$ cat src/rtl/cond_branch_unit_pkg.sv
`default_nettype none
// ============================================================================
// Module   : cond_branch_unit_pkg
// Brief    : Condition-code and FSM state encodings for the branch resolver.
// Revision : 1.0
// ============================================================================
package cond_branch_unit_pkg;

    typedef logic [3:0] cond_t;

    localparam cond_t c_COND_EQ = 4'h0;
    localparam cond_t c_COND_NE = 4'h1;
    localparam cond_t c_COND_CS = 4'h2;
    localparam cond_t c_COND_CC = 4'h3;
    localparam cond_t c_COND_MI = 4'h4;
    localparam cond_t c_COND_PL = 4'h5;
    localparam cond_t c_COND_VS = 4'h6;
    localparam cond_t c_COND_VC = 4'h7;
    localparam cond_t c_COND_HI = 4'h8;
    localparam cond_t c_COND_LS = 4'h9;
    localparam cond_t c_COND_GE = 4'hA;
    localparam cond_t c_COND_LT = 4'hB;
    localparam cond_t c_COND_GT = 4'hC;
    localparam cond_t c_COND_LE = 4'hD;
    localparam cond_t c_COND_AL = 4'hE;
    localparam cond_t c_COND_NV = 4'hF;

    typedef logic [1:0] state_t;

    localparam state_t c_ST_IDLE = 2'd0;
    localparam state_t c_ST_WAIT = 2'd1;
    localparam state_t c_ST_RESP = 2'd2;

endpackage
`default_nettype wire

$ cat src/rtl/cond_branch_unit_cond_eval.sv
`default_nettype none
// ============================================================================
// Module   : cond_eval
// Brief    : Combinational condition-code evaluator over the C/V/N/Z flags.
// Revision : 1.0
// ============================================================================
module cond_eval
    import cond_branch_unit_pkg::*;
(
    input  logic [3:0] cond,
    input  logic       carry_flag,
    input  logic       overflow_flag,
    input  logic       negative_flag,
    input  logic       zero_flag,
    output logic       taken
);

    logic w_n_eq_v;

    assign w_n_eq_v = (negative_flag == overflow_flag);

    always_comb begin
        taken = 1'b0;
        case (cond)
            c_COND_EQ: taken = zero_flag;
            c_COND_NE: taken = ~zero_flag;
            c_COND_CS: taken = carry_flag;
            c_COND_CC: taken = ~carry_flag;
            c_COND_MI: taken = negative_flag;
            c_COND_PL: taken = ~negative_flag;
            c_COND_VS: taken = overflow_flag;
            c_COND_VC: taken = ~overflow_flag;
            c_COND_HI: taken = carry_flag & ~zero_flag;
            c_COND_LS: taken = ~carry_flag | zero_flag;
            c_COND_GE: taken = w_n_eq_v;
            c_COND_LT: taken = ~w_n_eq_v;
            c_COND_GT: taken = ~zero_flag & w_n_eq_v;
            c_COND_LE: taken = zero_flag | ~w_n_eq_v;
            c_COND_AL: taken = 1'b1;
            default:   taken = 1'b0;
        endcase
    end

endmodule
`default_nettype wire

$ cat src/rtl/cond_branch_unit.sv
`default_nettype none
// ============================================================================
// Module   : cond_branch_unit
// Brief    : Resolves conditional branches against the ALU flags once any
//            in-flight flag write has landed; counts taken branches.
// Revision : 1.0
// ============================================================================
module cond_branch_unit
    import cond_branch_unit_pkg::*;
#(
    parameter int PC_W  = 16,
    parameter int CNT_W = 16
) (
    input  logic             clk,
    input  logic             rst_n,
    input  logic             req_valid,
    output logic             req_ready,
    input  logic [3:0]       req_cond,
    input  logic [PC_W-1:0]  req_pc,
    input  logic [PC_W-1:0]  req_offset,
    input  logic             carry_flag,
    input  logic             overflow_flag,
    input  logic             negative_flag,
    input  logic             zero_flag,
    input  logic             flag_write_pending,
    output logic             resp_valid,
    input  logic             resp_ready,
    output logic             resp_taken,
    output logic [PC_W-1:0]  resp_next_pc,
    output logic [CNT_W-1:0] taken_count
);

    state_t            r_state;
    state_t            w_state_nxt;
    logic [3:0]        r_cond;
    logic [PC_W-1:0]   r_pc;
    logic [PC_W-1:0]   r_offset;
    logic              r_resp_taken;
    logic [PC_W-1:0]   r_resp_next_pc;
    logic [CNT_W-1:0]  r_taken_count;
    logic              w_accept;
    logic              w_eval;
    logic              w_taken;

    assign w_accept = (r_state == c_ST_IDLE) & req_valid;
    // Flags are only trusted once no write is landing on this edge.
    assign w_eval   = (r_state == c_ST_WAIT) & ~flag_write_pending;

    cond_eval u_cond_eval (
        .cond          (r_cond),
        .carry_flag    (carry_flag),
        .overflow_flag (overflow_flag),
        .negative_flag (negative_flag),
        .zero_flag     (zero_flag),
        .taken         (w_taken)
    );

    always_ff @(posedge clk or negedge rst_n) begin
        if (!rst_n) begin
            r_state <= c_ST_IDLE;
        end else begin
            r_state <= w_state_nxt;
        end
    end

    always_comb begin
        w_state_nxt = r_state;
        case (r_state)
            c_ST_IDLE: if (req_valid)           w_state_nxt = c_ST_WAIT;
            c_ST_WAIT: if (!flag_write_pending) w_state_nxt = c_ST_RESP;
            c_ST_RESP: if (resp_ready)          w_state_nxt = c_ST_IDLE;
            default:                            w_state_nxt = c_ST_IDLE;
        endcase
    end

    always_ff @(posedge clk or negedge rst_n) begin
        if (!rst_n) begin
            r_cond         <= '0;
            r_pc           <= '0;
            r_offset       <= '0;
            r_resp_taken   <= 1'b0;
            r_resp_next_pc <= '0;
            r_taken_count  <= '0;
        end else begin
            if (w_accept) begin
                r_cond   <= req_cond;
                r_pc     <= req_pc;
                r_offset <= req_offset;
            end
            if (w_eval) begin
                r_resp_taken   <= w_taken;
                r_resp_next_pc <= w_taken ? (r_pc + r_offset) : (r_pc + PC_W'(1));
                if (w_taken && !(&r_taken_count)) begin
                    r_taken_count <= r_taken_count + CNT_W'(1);
                end
            end
        end
    end

    assign req_ready    = (r_state == c_ST_IDLE);
    assign resp_valid   = (r_state == c_ST_RESP);
    assign resp_taken   = r_resp_taken;
    assign resp_next_pc = r_resp_next_pc;
    assign taken_count  = r_taken_count;

endmodule
`default_nettype wire

$ cat config.mk
export PLATFORM = sky130hd
export DESIGN_NAME = cond_branch_unit
export DESIGN_NICKNAME = d
export VERILOG_FILES = /design/src/rtl/cond_branch_unit_pkg.sv /design/src/rtl/cond_branch_unit_cond_eval.sv /design/src/rtl/cond_branch_unit.sv
export SDC_FILE = /design/constraint.sdc
export NUM_CORES = 1
export LEC_CHECK = 0
export ABC_CLOCK_PERIOD_IN_PS = 4700
export CORE_MARGIN = 2
export CORE_UTILIZATION = 51
export DETAILED_ROUTE_END_ITERATION = 8
export GPL_TIMING_DRIVEN = 0
export PLACE_DENSITY = 0.8
export SLEW_MARGIN = 20
export SYNTH_ARGS = -nofsm -noshare
export SYNTH_HDL_FRONTEND = slang
export SYNTH_SLANG_ARGS = --single-unit
$ cat constraint.sdc
create_clock -name clk -period 4.7 [get_ports clk]
set_clock_uncertainty 0.05 [all_clocks]
set_input_delay 0.94 -clock clk [delete_from_list [all_inputs] [get_ports clk]]
set_output_delay 0.94 -clock clk [all_outputs]
set_load 0.03 [all_outputs]
* Word level (Yosys, flattened, before mapping)
Cells that the tools add are included.
Widths: inputs -> output; s select.
** Storage, ports and cells
- Bits in registers :: 71
- Bits in latches :: 0
- Memory bits (writable) :: 0
- Memory bits (read-only) :: 0
- Input port bits :: 45
- Output and inout port bits :: 35
- Logic and storage cells :: 55
- Memories :: 0
** Cells by class
- $add $sub $neg :: 3
- $mul :: 0
- Div/mod/pow operators :: 0
- Order comparisons :: 0
- Equality and inequality tests :: 20
- Shift-type cells :: 0
- Mux-type cells :: 6
- Bitwise operators :: 12
- Reductions and logical operators :: 7
** Operators with widths (count)
- $add 16x1->16 const B :: 2
- $eq 4x4->1 const B :: 7
- $add 16x16->16 :: 1
- $eq 4x3->1 const B :: 4
- $mux 16 :: 1
- $reduce_and 16->1 :: 1
- $pmux 1 s15 :: 1
- $eq 4x2->1 const B :: 2
- $mux 2 :: 3
- $not 1->1 :: 6
- $pmux 2 s3 :: 1
- $and 1x1->1 :: 4
- $eq 4x1->1 const B :: 1
- $logic_not 4->1 :: 1
- $ne 2x2->1 const B :: 2
- $reduce_and 3->1 :: 1
- $eq 2x1->1 const B :: 1
- $eq 2x2->1 const B :: 1
- $logic_not 2->1 :: 1
- $ne 2x1->1 const B :: 1
- $or 1x1->1 :: 2
- $reduce_and 2->1 :: 1
- $eq 1x1->1 :: 1
- $logic_and 1x1->1 :: 1
- $logic_not 1->1 :: 1

* Depth between registers and ports, before layout
Gate-level depths: netlist (run 1).
- Depth after elaboration :: 6
- Depth in mapped cells :: 19
- Gate-level depth less buffers :: 17

* Modules after synthesis
Synthesis (run 1) repeated with hierarchy kept, for this count alone.
** Second synthesis, totals
- Cell total of the unflattened synthesis :: 347
- Area, all modules :: 3777.4 um^2
** By module, submodules not included
- cond_branch_unit :: instances 1, cells each 319, area an instance 3583.4 um^2, seq. area each 1776.7 um^2
- cond_eval :: instances 1, cells each 28, area an instance 193.9 um^2, seq. area each 0.0 um^2

* Worst setup path after synthesis (run 1)
Ideal clock, no wire load.
- Path type :: in2reg
- Start point :: input negative_flag
- End point :: register r_resp_next_pc[8], in the netlist resp_next_pc[8]
- Library setup time :: 0.083 ns
- Data arrival time :: 4.116 ns
- Data required time :: 4.567 ns
- Path slack :: 0.451 ns
- Stages on the path :: 19
- Buffers on the path :: 2
- Path through :: buf_2 a21o_1 a22o_1 a21oi_1 a22oi_2 nor3_2 clkbuf_1 or2_2 ha_1 inv_1 fa_1 nor2b_1 o21ai_0 a21boi_0 nor2_1 o21ai_0 a21oi_1 xor2_1 o21ai_0
** On the way
- Longest elaborated chain between the ends :: 5
- Elaborated cells on any way between the ends :: 7
- Those cells by class :: eq/ne: 1; mux: 2; bitwise: 4
** RTL lines
- from (decl) :: RTL line cond_branch_unit.sv:23 : input logic negative_flag,
- $eq 1x1->1 :: RTL line cond_branch_unit_cond_eval.sv:20 : assign w_n_eq_v = (negative_flag == overflow_flag);
- $not 1->1 :: RTL line cond_branch_unit_cond_eval.sv:36, cond_branch_unit_cond_eval.sv:38
- $or 1x1->1 :: RTL line cond_branch_unit_cond_eval.sv:38 : c_COND_LE: taken = zero_flag | ~w_n_eq_v;
- $pmux 1 s15 (*) :: RTL line cond_branch_unit_cond_eval.sv:24 : case (cond)
- $mux 16 (*) :: RTL line cond_branch_unit.sv:92 : r_resp_next_pc <= w_taken ? (r_pc + r_offset) : (r_pc + PC_W'(1));
- to (signal assigned) :: RTL line cond_branch_unit.sv:92
- to (decl) :: RTL line cond_branch_unit.sv:39 : logic [PC_W-1:0] r_resp_next_pc;
Every way passes the cells marked *; elsewhere a longest branch is shown, timed or not.
A chain may end at the register's enable or synchronous reset.

* Worst setup path after layout (run 1)
- Start point :: input zero_flag
- End point :: register r_resp_next_pc[14], in the netlist resp_next_pc[14]
** On the way
- Longest elaborated chain between the ends :: 4
- Elaborated cells on any way between the ends :: 7
- Those cells by class :: mux: 2; bitwise: 5
** RTL lines
- from (decl) :: RTL line cond_branch_unit.sv:24 : input logic zero_flag,
- $not 1->1 :: RTL line cond_branch_unit_cond_eval.sv:26, cond_branch_unit_cond_eval.sv:33, cond_branch_unit_cond_eval.sv:37
- $and 1x1->1 (on tied branches) :: RTL line cond_branch_unit_cond_eval.sv:37, cond_branch_unit_cond_eval.sv:33
- $pmux 1 s15 (*) :: RTL line cond_branch_unit_cond_eval.sv:24
- $mux 16 (*) :: RTL line cond_branch_unit.sv:92
Marks and branches as above.

==> impl_results.md, run 1 <==
- Multiplexer share of the synthesized area: 10.4%
- Period utilisation layout: 95.2%
- Fin Hold WS: 0.424 ns
- Global Route Usage Sum: 21.5%
- Multi-input logic area: 1900 µm²
- Clock Latency Late Sink: 0.35 ns
- PortBufs: 78
- #FFs+latches synth: 71
- Worst-path fanout max: 10
- Total power: 3.51 mW
- Fraction of registers with async set/reset: 100%
- Die height: 89.9 µm
- Critical path class: primary input to flop
- Clock sink count: 71
- Seq/Total Area, Yosys: 47.2%
- Drt first pass iters: 4
- Cell variety after synth: 44
- Final hold viol count: 0
- Syn Inst Count: 354
- Hold-fix buffers at CTS: 0
- Synth Area in Compound Gates: 10.8%
- Top FF cell, synth: dfrtp_1
- Clk buf depth: 2
- Pwr/cell area: 713 nW/µm²
- CP dominant cell by count: o31ai_1
- N_diodes: 0
- Drt total wl: 8270 µm
- Placer congestion estimate: 0.825
- Worst Hold End: r_state[0]
- Endpoint type of the worst setup path: flop
- Max VDD drop: 0.333 mV
- Kind of cell adding the most delay to the critical path: compound AO/OA/AOI/OAI gates
- Drt wl/cell: 15.1 µm
- Reg-to-reg startpoint: r_cond[2]
- Leading cell types in the layout, fill and taps excluded: clkdlybuf4s50_1 (76), dfrtp_1 (71), mux2_2 (34), nand2_1 (33), o21ai_0 (26)
- Worst EP required: 4.85 ns
- Crit Reg-Reg Endpoint: resp_next_pc[14]
- Die Width: 89.9 µm
- TritonCTS clock tree: yes
- Slew HR: 50.2%
- H-tree depth: 3
- Area leader, netlist: dfrtp_1
- Via/cell ratio: 5.36
- R2R Setup Slk: 0.83 ns
- Crit path largest cell delay: 0.52 ns
- Final setup TNS: 0 ns
- Clock root buffer: clkbuf_8
- Pin count of the biggest net entering global routing: 37
- Yosys Warn Count: 0
- Worst Setup Start Kind: primary input
- Routed Antenna Nets: 0
- First-pass GRT wire length: 13,800 µm
- Area Overhead vs Synth: 30.8%
- Vias: 2,945
- Min-delay worst type: flop to flop
- # DRC: 0
- Post-Synth Simple-Gate Area: 15.9%
- Reg2Reg Depth: 18
- Register area: 1780 µm²
- Initial Util: 52.2%
- Min-delay src: r_state[1]
- Avg Inst Size Synth: 10.6 µm²
- Layout cell share with drive strength beyond 1: 15.8%
- Worst-path clk slew: 0.08 ns
- Cell Rows: 31
- Synthesized net count: 416
- Vias in the first global route: 3,020
- Core Region: 7210 µm²
- Worst Path Buf+Inv: 3
- Layout Nets: 507
- Max Cap Viol: 0
- Post-synth top area share: 47.2%
- Hold depth: 1
- Post-Synth Adder-Cell Area: 5.85%
- CP arrival: 4.63 ns
- Slew @ Worst Pin: 0.747 ns
- Area contributors post-synth: dfrtp_1 (47%), mux2_2 (10%), ha_1 (5.3%)
- Run status: finished clean
- Die ar.: 8090 µm²
- # setup viols final: 0
- Initial DRC Count: 115
- TritonCTS Buffers: 9
- Critical-path cell list: clkdlybuf4s50_1 > nand2b_1 > a21boi_0 > o31ai_1 > a22oi_2 > nor3_4 > buf_4 > or2_2 > ha_1 > inv_1 > fa_1 > nor2b_1 > o21ai_1 > a21boi_2 > o31ai_1 > nand3_1 > a31oi_1 > xor2_1 > o21ai_0
- Antenna violations before repair: 0
- Ports: 80
- Pins over their slew limit: 0
- Most common cell after layout, fill and taps aside: clkdlybuf4s50_1
- F_max: 224 MHz
- Hpwl dp: 6040 µm
- Number of synthesized flops with an enable pin: 0
- Placed Area: 4690 µm²
- Pleak: 2.13 nW
- Fillers: 579
- Worst setup startpoint: zero_flag
- Cell Area, Synth: 3760 µm²
- Main combinational cell family by area after synthesis: simple AND/OR/NAND/NOR gates
- Master of the slowest instance on the critical path: clkdlybuf4s50_1
- Post-Synth XOR/XNOR Area: 6.98%
- Design Area, Final: 4920 µm²
- Total gr overflow: 0
- Tmin final: 4.47 ns
-- area by class of cell --
cell class	count	area share [%]
well taps	99	2.52
plain buffers	15	1.42
clock inverters	3	0.813
multi-input cells	257	38.5
repair buffers	80	16.4
inverters	11	0.838
clock buffers	13	3.43
flip-flops and latches	71	36.1
-- synth_stat cells (6+ instances only) --
cell type,number
nor3_2,7
ha_1,16
nand4_1,6
nor2b_1,14
o21ai_0,27
nand3_1,6
clkbuf_1,11
nand2_1,33
xor2_1,15
mux2_2,34
a21oi_1,12
dfrtp_1,71
inv_1,11
xnor2_1,15
nor2_1,16
-- power breakdown --
part           leakage (nW)  switching [mW]  internal, mW
clock network         0.109           0.223         0.287
registers             0.877           0.153         0.845
logic                  1.15            1.09         0.912
total                  2.13            1.47          2.04
-- kinds of logic after synthesis --
| family | after synthesis |
|---|---|
| xor gates and xnor gates | 30 |
| AOI/OAI and AO/OA | 67 |
| buffers and inverters | 26 |
| and+or+nand+nor | 108 |
| DFF | 71 |
| muxes | 35 |
| adders and majority gates | 17 |
-- registers in the layout (all words and copies together) (netlist names) --
| name | flops |
|---|---|
| r_offset | 16 |
| r_pc | 16 |
| resp_next_pc | 16 |
| taken_count | 16 |
| r_cond | 4 |
| r_state | 2 |
| resp_taken | 1 |
-- stage by stage --
step / instances / setup WS (ns) / utilization, %
5_1_grt: 549 / -0.0109 / 68.3
3_3_place_gp: 531 / -0.701 / 64.7
3_5_place_dp: 532 / -0.943 / 65.0
4_1_cts: 549 / 0.0887 / 68.1
6_report: 549 / 0.226 / 68.3
2_1_floorplan: 354 / 0.451 / -
-- how the worst max path moves through the flow --
stage	slack [ns]	cells past startpoint	end
after floorplan	0.45	19	resp_next_pc[8]
after global placement	-0.70	19	resp_next_pc[12]
after detailed placement	-0.94	19	resp_next_pc[8]
after CTS	0.09	19	resp_next_pc[8]
after global routing	-0.01	19	resp_next_pc[8]
final	0.23	19	resp_next_pc[14]
-- per-layer routing --
metal  wire, µm  track usage, %  vias to the layer above
li1           -               -                     1414
met1       3630            26.4                     1440
met2       4130            36.9                       76
met3        313            3.52                       15
met4        199            10.8                        0
met5          0               0                        -
-- timing repair --
item,in CTS,in global routing
endpoints found under the setup margin,8,7
setup buffers,1,0
gates resized for setup,3,7
pin swaps,1,2
Power figures use the tool's default switching activity.
==> run 2, diff against run 1 <==
--- a/config.mk
+++ b/config.mk
@@ -15,3 +15,4 @@
 export SYNTH_ARGS = -nofsm -noshare
 export SYNTH_HDL_FRONTEND = slang
 export SYNTH_SLANG_ARGS = --single-unit
+export TNS_END_PERCENT = 50
==> results of run 2 <==
Same layout as run 1: the final DEF is identical, and so are final timing and power.
==> run 3, diff against run 2 <==
--- a/config.mk
+++ b/config.mk
@@ -10,7 +10,8 @@
 export CORE_UTILIZATION = 51
 export DETAILED_ROUTE_END_ITERATION = 8
 export GPL_TIMING_DRIVEN = 0
-export PLACE_DENSITY = 0.8
+export HOLD_SLACK_MARGIN = 0.12
+export PLACE_DENSITY_LB_ADDON = 0.15
 export SLEW_MARGIN = 20
 export SYNTH_ARGS = -nofsm -noshare
 export SYNTH_HDL_FRONTEND = slang
==> run 3 against run 2 <==
Routed wire length decreased by 2.0%; largest power group unchanged; die area stayed put; non-clock buffer count increased by 1; sequential cell count is the same; critical path depth decreased by 1; total power grew 4.9%; critical path type unchanged; sequential share of layout area down 0.60 points; cell area up 1.7%; final cell count grew 0.18%; clock power up 24%; register-to-register slack better by 0.09 ns; critical endpoint is now resp_next_pc[15]; setup slack got worse by 0.0010 ns.
==> impl_results.md, run 3 (synthesized netlist as in run 1, its figures left out) <==
- Run status: finished clean
- H-tree depth: 3 (unchanged)
- Endpoint type of the worst setup path: flop
- Slew HR: 53.0% (+2.8 points)
- N_diodes: 0 (unchanged)
- Clock root buffer: clkbuf_8
- Initial DRC Count: 80 (-30%)
- Cell Rows: 31 (unchanged)
- RSZ-0062 raised after global routing: false
- Total gr overflow: 0 (unchanged)
- Tmin final: 4.48 ns (+0.00103 ns)
- Ports: 80 (unchanged)
- Worst-path fanout max: 7 (-3)
- Drt first pass iters: 4 (unchanged)
- Reg2Reg Depth: 17 (-1)
- # setup viols final: 0 (unchanged)
- Vias in the first global route: 3,061 (+1.4%)
- Drt total wl: 8110 µm (-2.0%)
- Hold depth: 1 (unchanged)
- Fin cells: 550 (+0.18%)
- TritonCTS clock tree: yes
- Worst EP required: 4.86 ns (about the same)
- DP Cell Count: 532 (unchanged)
- R2R Setup Slk: 0.92 ns (+0.09 ns)
- Via/cell ratio: 5.33 (-0.62%)
- Leading cell types in the layout, fill and taps excluded: clkdlybuf4s50_1 (76), dfrtp_1 (71), mux2_2 (34), nand2_1 (33), o21ai_0 (24)
- PortBufs: 78 (unchanged)
- TritonCTS Buffers: 9 (unchanged)
- Worst Setup Start Kind: primary input
- Min-delay worst type: flop to flop
- Area Overhead vs Synth: 33.0%
- Critical path class: primary input to flop
- Die Width: 89.9 µm (unchanged)
- Total power: 3.69 mW (+4.9%)
- Layout Nets: 508 (+0.20%)
- Clk buf depth: 2 (unchanged)
- Most common cell after layout, fill and taps aside: clkdlybuf4s50_1
- Pleak: 2.16 nW (+1.4%)
- Die ar.: 8090 µm² (unchanged)
- Worst setup startpoint: overflow_flag
- F_max: 223 MHz (about the same)
- Routed Antenna Nets: 0 (unchanged)
- Pin count of the biggest net entering global routing: 46 (+24%)
- # DRC: 0 (unchanged)
- Worst Hold End: r_state[0]
- Initial Util: 52.2% (unchanged)
- Placer congestion estimate: 0.888 (+7.7%)
- Antenna violations before repair: 0 (unchanged)
- Max Cap Viol: 0 (unchanged)
- Die height: 89.9 µm (unchanged)
- Hpwl dp: 5930 µm (-1.9%)
- Min-delay src: r_state[1]
- Clock Latency Late Sink: 0.35 ns (about the same)
- Vias: 2,932 (-0.44%)
- Pins over their slew limit: 0 (unchanged)
- Clock sink count: 71 (unchanged)
- Layout cell share with drive strength beyond 1: 16.2% (+0.41 points)
- Final hold viol count: 0 (unchanged)
- Reg-to-reg startpoint: r_cond[2]
- Drt wl/cell: 14.7 µm (-2.2%)
- CP arrival: 4.63 ns (about the same)
- First-pass GRT wire length: 13,900 µm (+0.25%)
- Crit Reg-Reg Endpoint: resp_next_pc[15]
- Worst-path clk slew: 0.08 ns (about the same)
- Core Region: 7210 µm² (unchanged)
- Period utilisation layout: 95.2% (about the same)
- Hold-fix buffers at CTS: 0 (unchanged)
- Pwr/cell area: 736 nW/µm² (+3.2%)
- Global Route Usage Sum: 21.3% (-0.22 points)
- Max VDD drop: 0.346 mV (+3.8%)
- Slew @ Worst Pin: 0.705 ns (-0.0423 ns)
-- run 3: cell count changes in the layout (fill, tap and decap cells not counted), moves of 2 or more --
cell       before  now
clkbuf_8       12    9
o21ai_0        26   24
o21ai_1         2    4
bufinv_16       1    4
-- run 3: worst max-delay path by stage --
stage                                   to  cells after the start
final                     resp_next_pc[15]                     18
after global routing       resp_next_pc[8]                     19
after CTS                  resp_next_pc[8]                     19
after detailed placement   resp_next_pc[8]                     19
after global placement    resp_next_pc[12]                     19
after floorplan            resp_next_pc[8]                     19
-- run 3: worst max-delay path, stage by stage --
cell	delay [ns]
clkdlybuf4s50_1	0.63
o21bai_1	0.13
a22o_1	0.24
a21oi_1	0.17
a22oi_2	0.11
nor3_4	0.25
buf_4	0.18
nand2b_1	0.14
inv_1	0.05
ha_1	0.32
a211oi_4	0.31
o211ai_1	0.14
a21oi_1	0.22
o21ai_1	0.14
a21o_1	0.21
a21oi_1	0.19
xnor2_1	0.15
o21ai_0	0.10
-- run 3: layer usage --
metal	global-route usage, %	share of wire [%]	vias to the layer above
li1	-	-	1417
met1	26.6	44	1414
met2	35.5	49	75
met3	3.52	3.6	26
met4	11.5	3.7	0
met5	0	0	-
-- run 3: cell type report --
cell class                      instances  area, µm²
Fill cell                             553       2210
Multi-Input combinational cell        257       1910
Sequential cell                        71       1780
Timing Repair Buffer                   81        823
Clock inverter                          6        133
Clock buffer                           10        128
Tap cell                               99        124
Buffer                                 15       73.8
Inverter                               11       41.3
-- run 3: stage by stage --
step           TNS, ns  hold slack (ns)  utilization [%]  instance area (µm²)  setup WS, ns
6_report             0            0.421             69.4                 5010         0.225
5_1_grt              0            0.455             69.4                 5010       0.00311
4_1_cts              0            0.425             69.0                 4980        0.0674
3_5_place_dp     -5.54            0.419             65.1                 4690        -0.810
3_3_place_gp     -4.80            0.402             64.7                 4670        -0.732
2_1_floorplan        0            0.391                -                 3760         0.451
-- run 3: timing repair --
| action | in CTS | in global routing |
|---|---|---|
| pin swaps | 1 | 3 |
| gates resized for setup | 2 | 13 |
| setup endpoints to repair | 6 | 7 |
| setup buffers | 2 | 0 |
-- run 3: where the power goes --
| part | switching (mW) | internal [mW] |
|---|---|---|
| Clock | 0.228 | 0.406 |
| Combinational | 1.11 | 0.939 |
| Sequential | 0.155 | 0.845 |
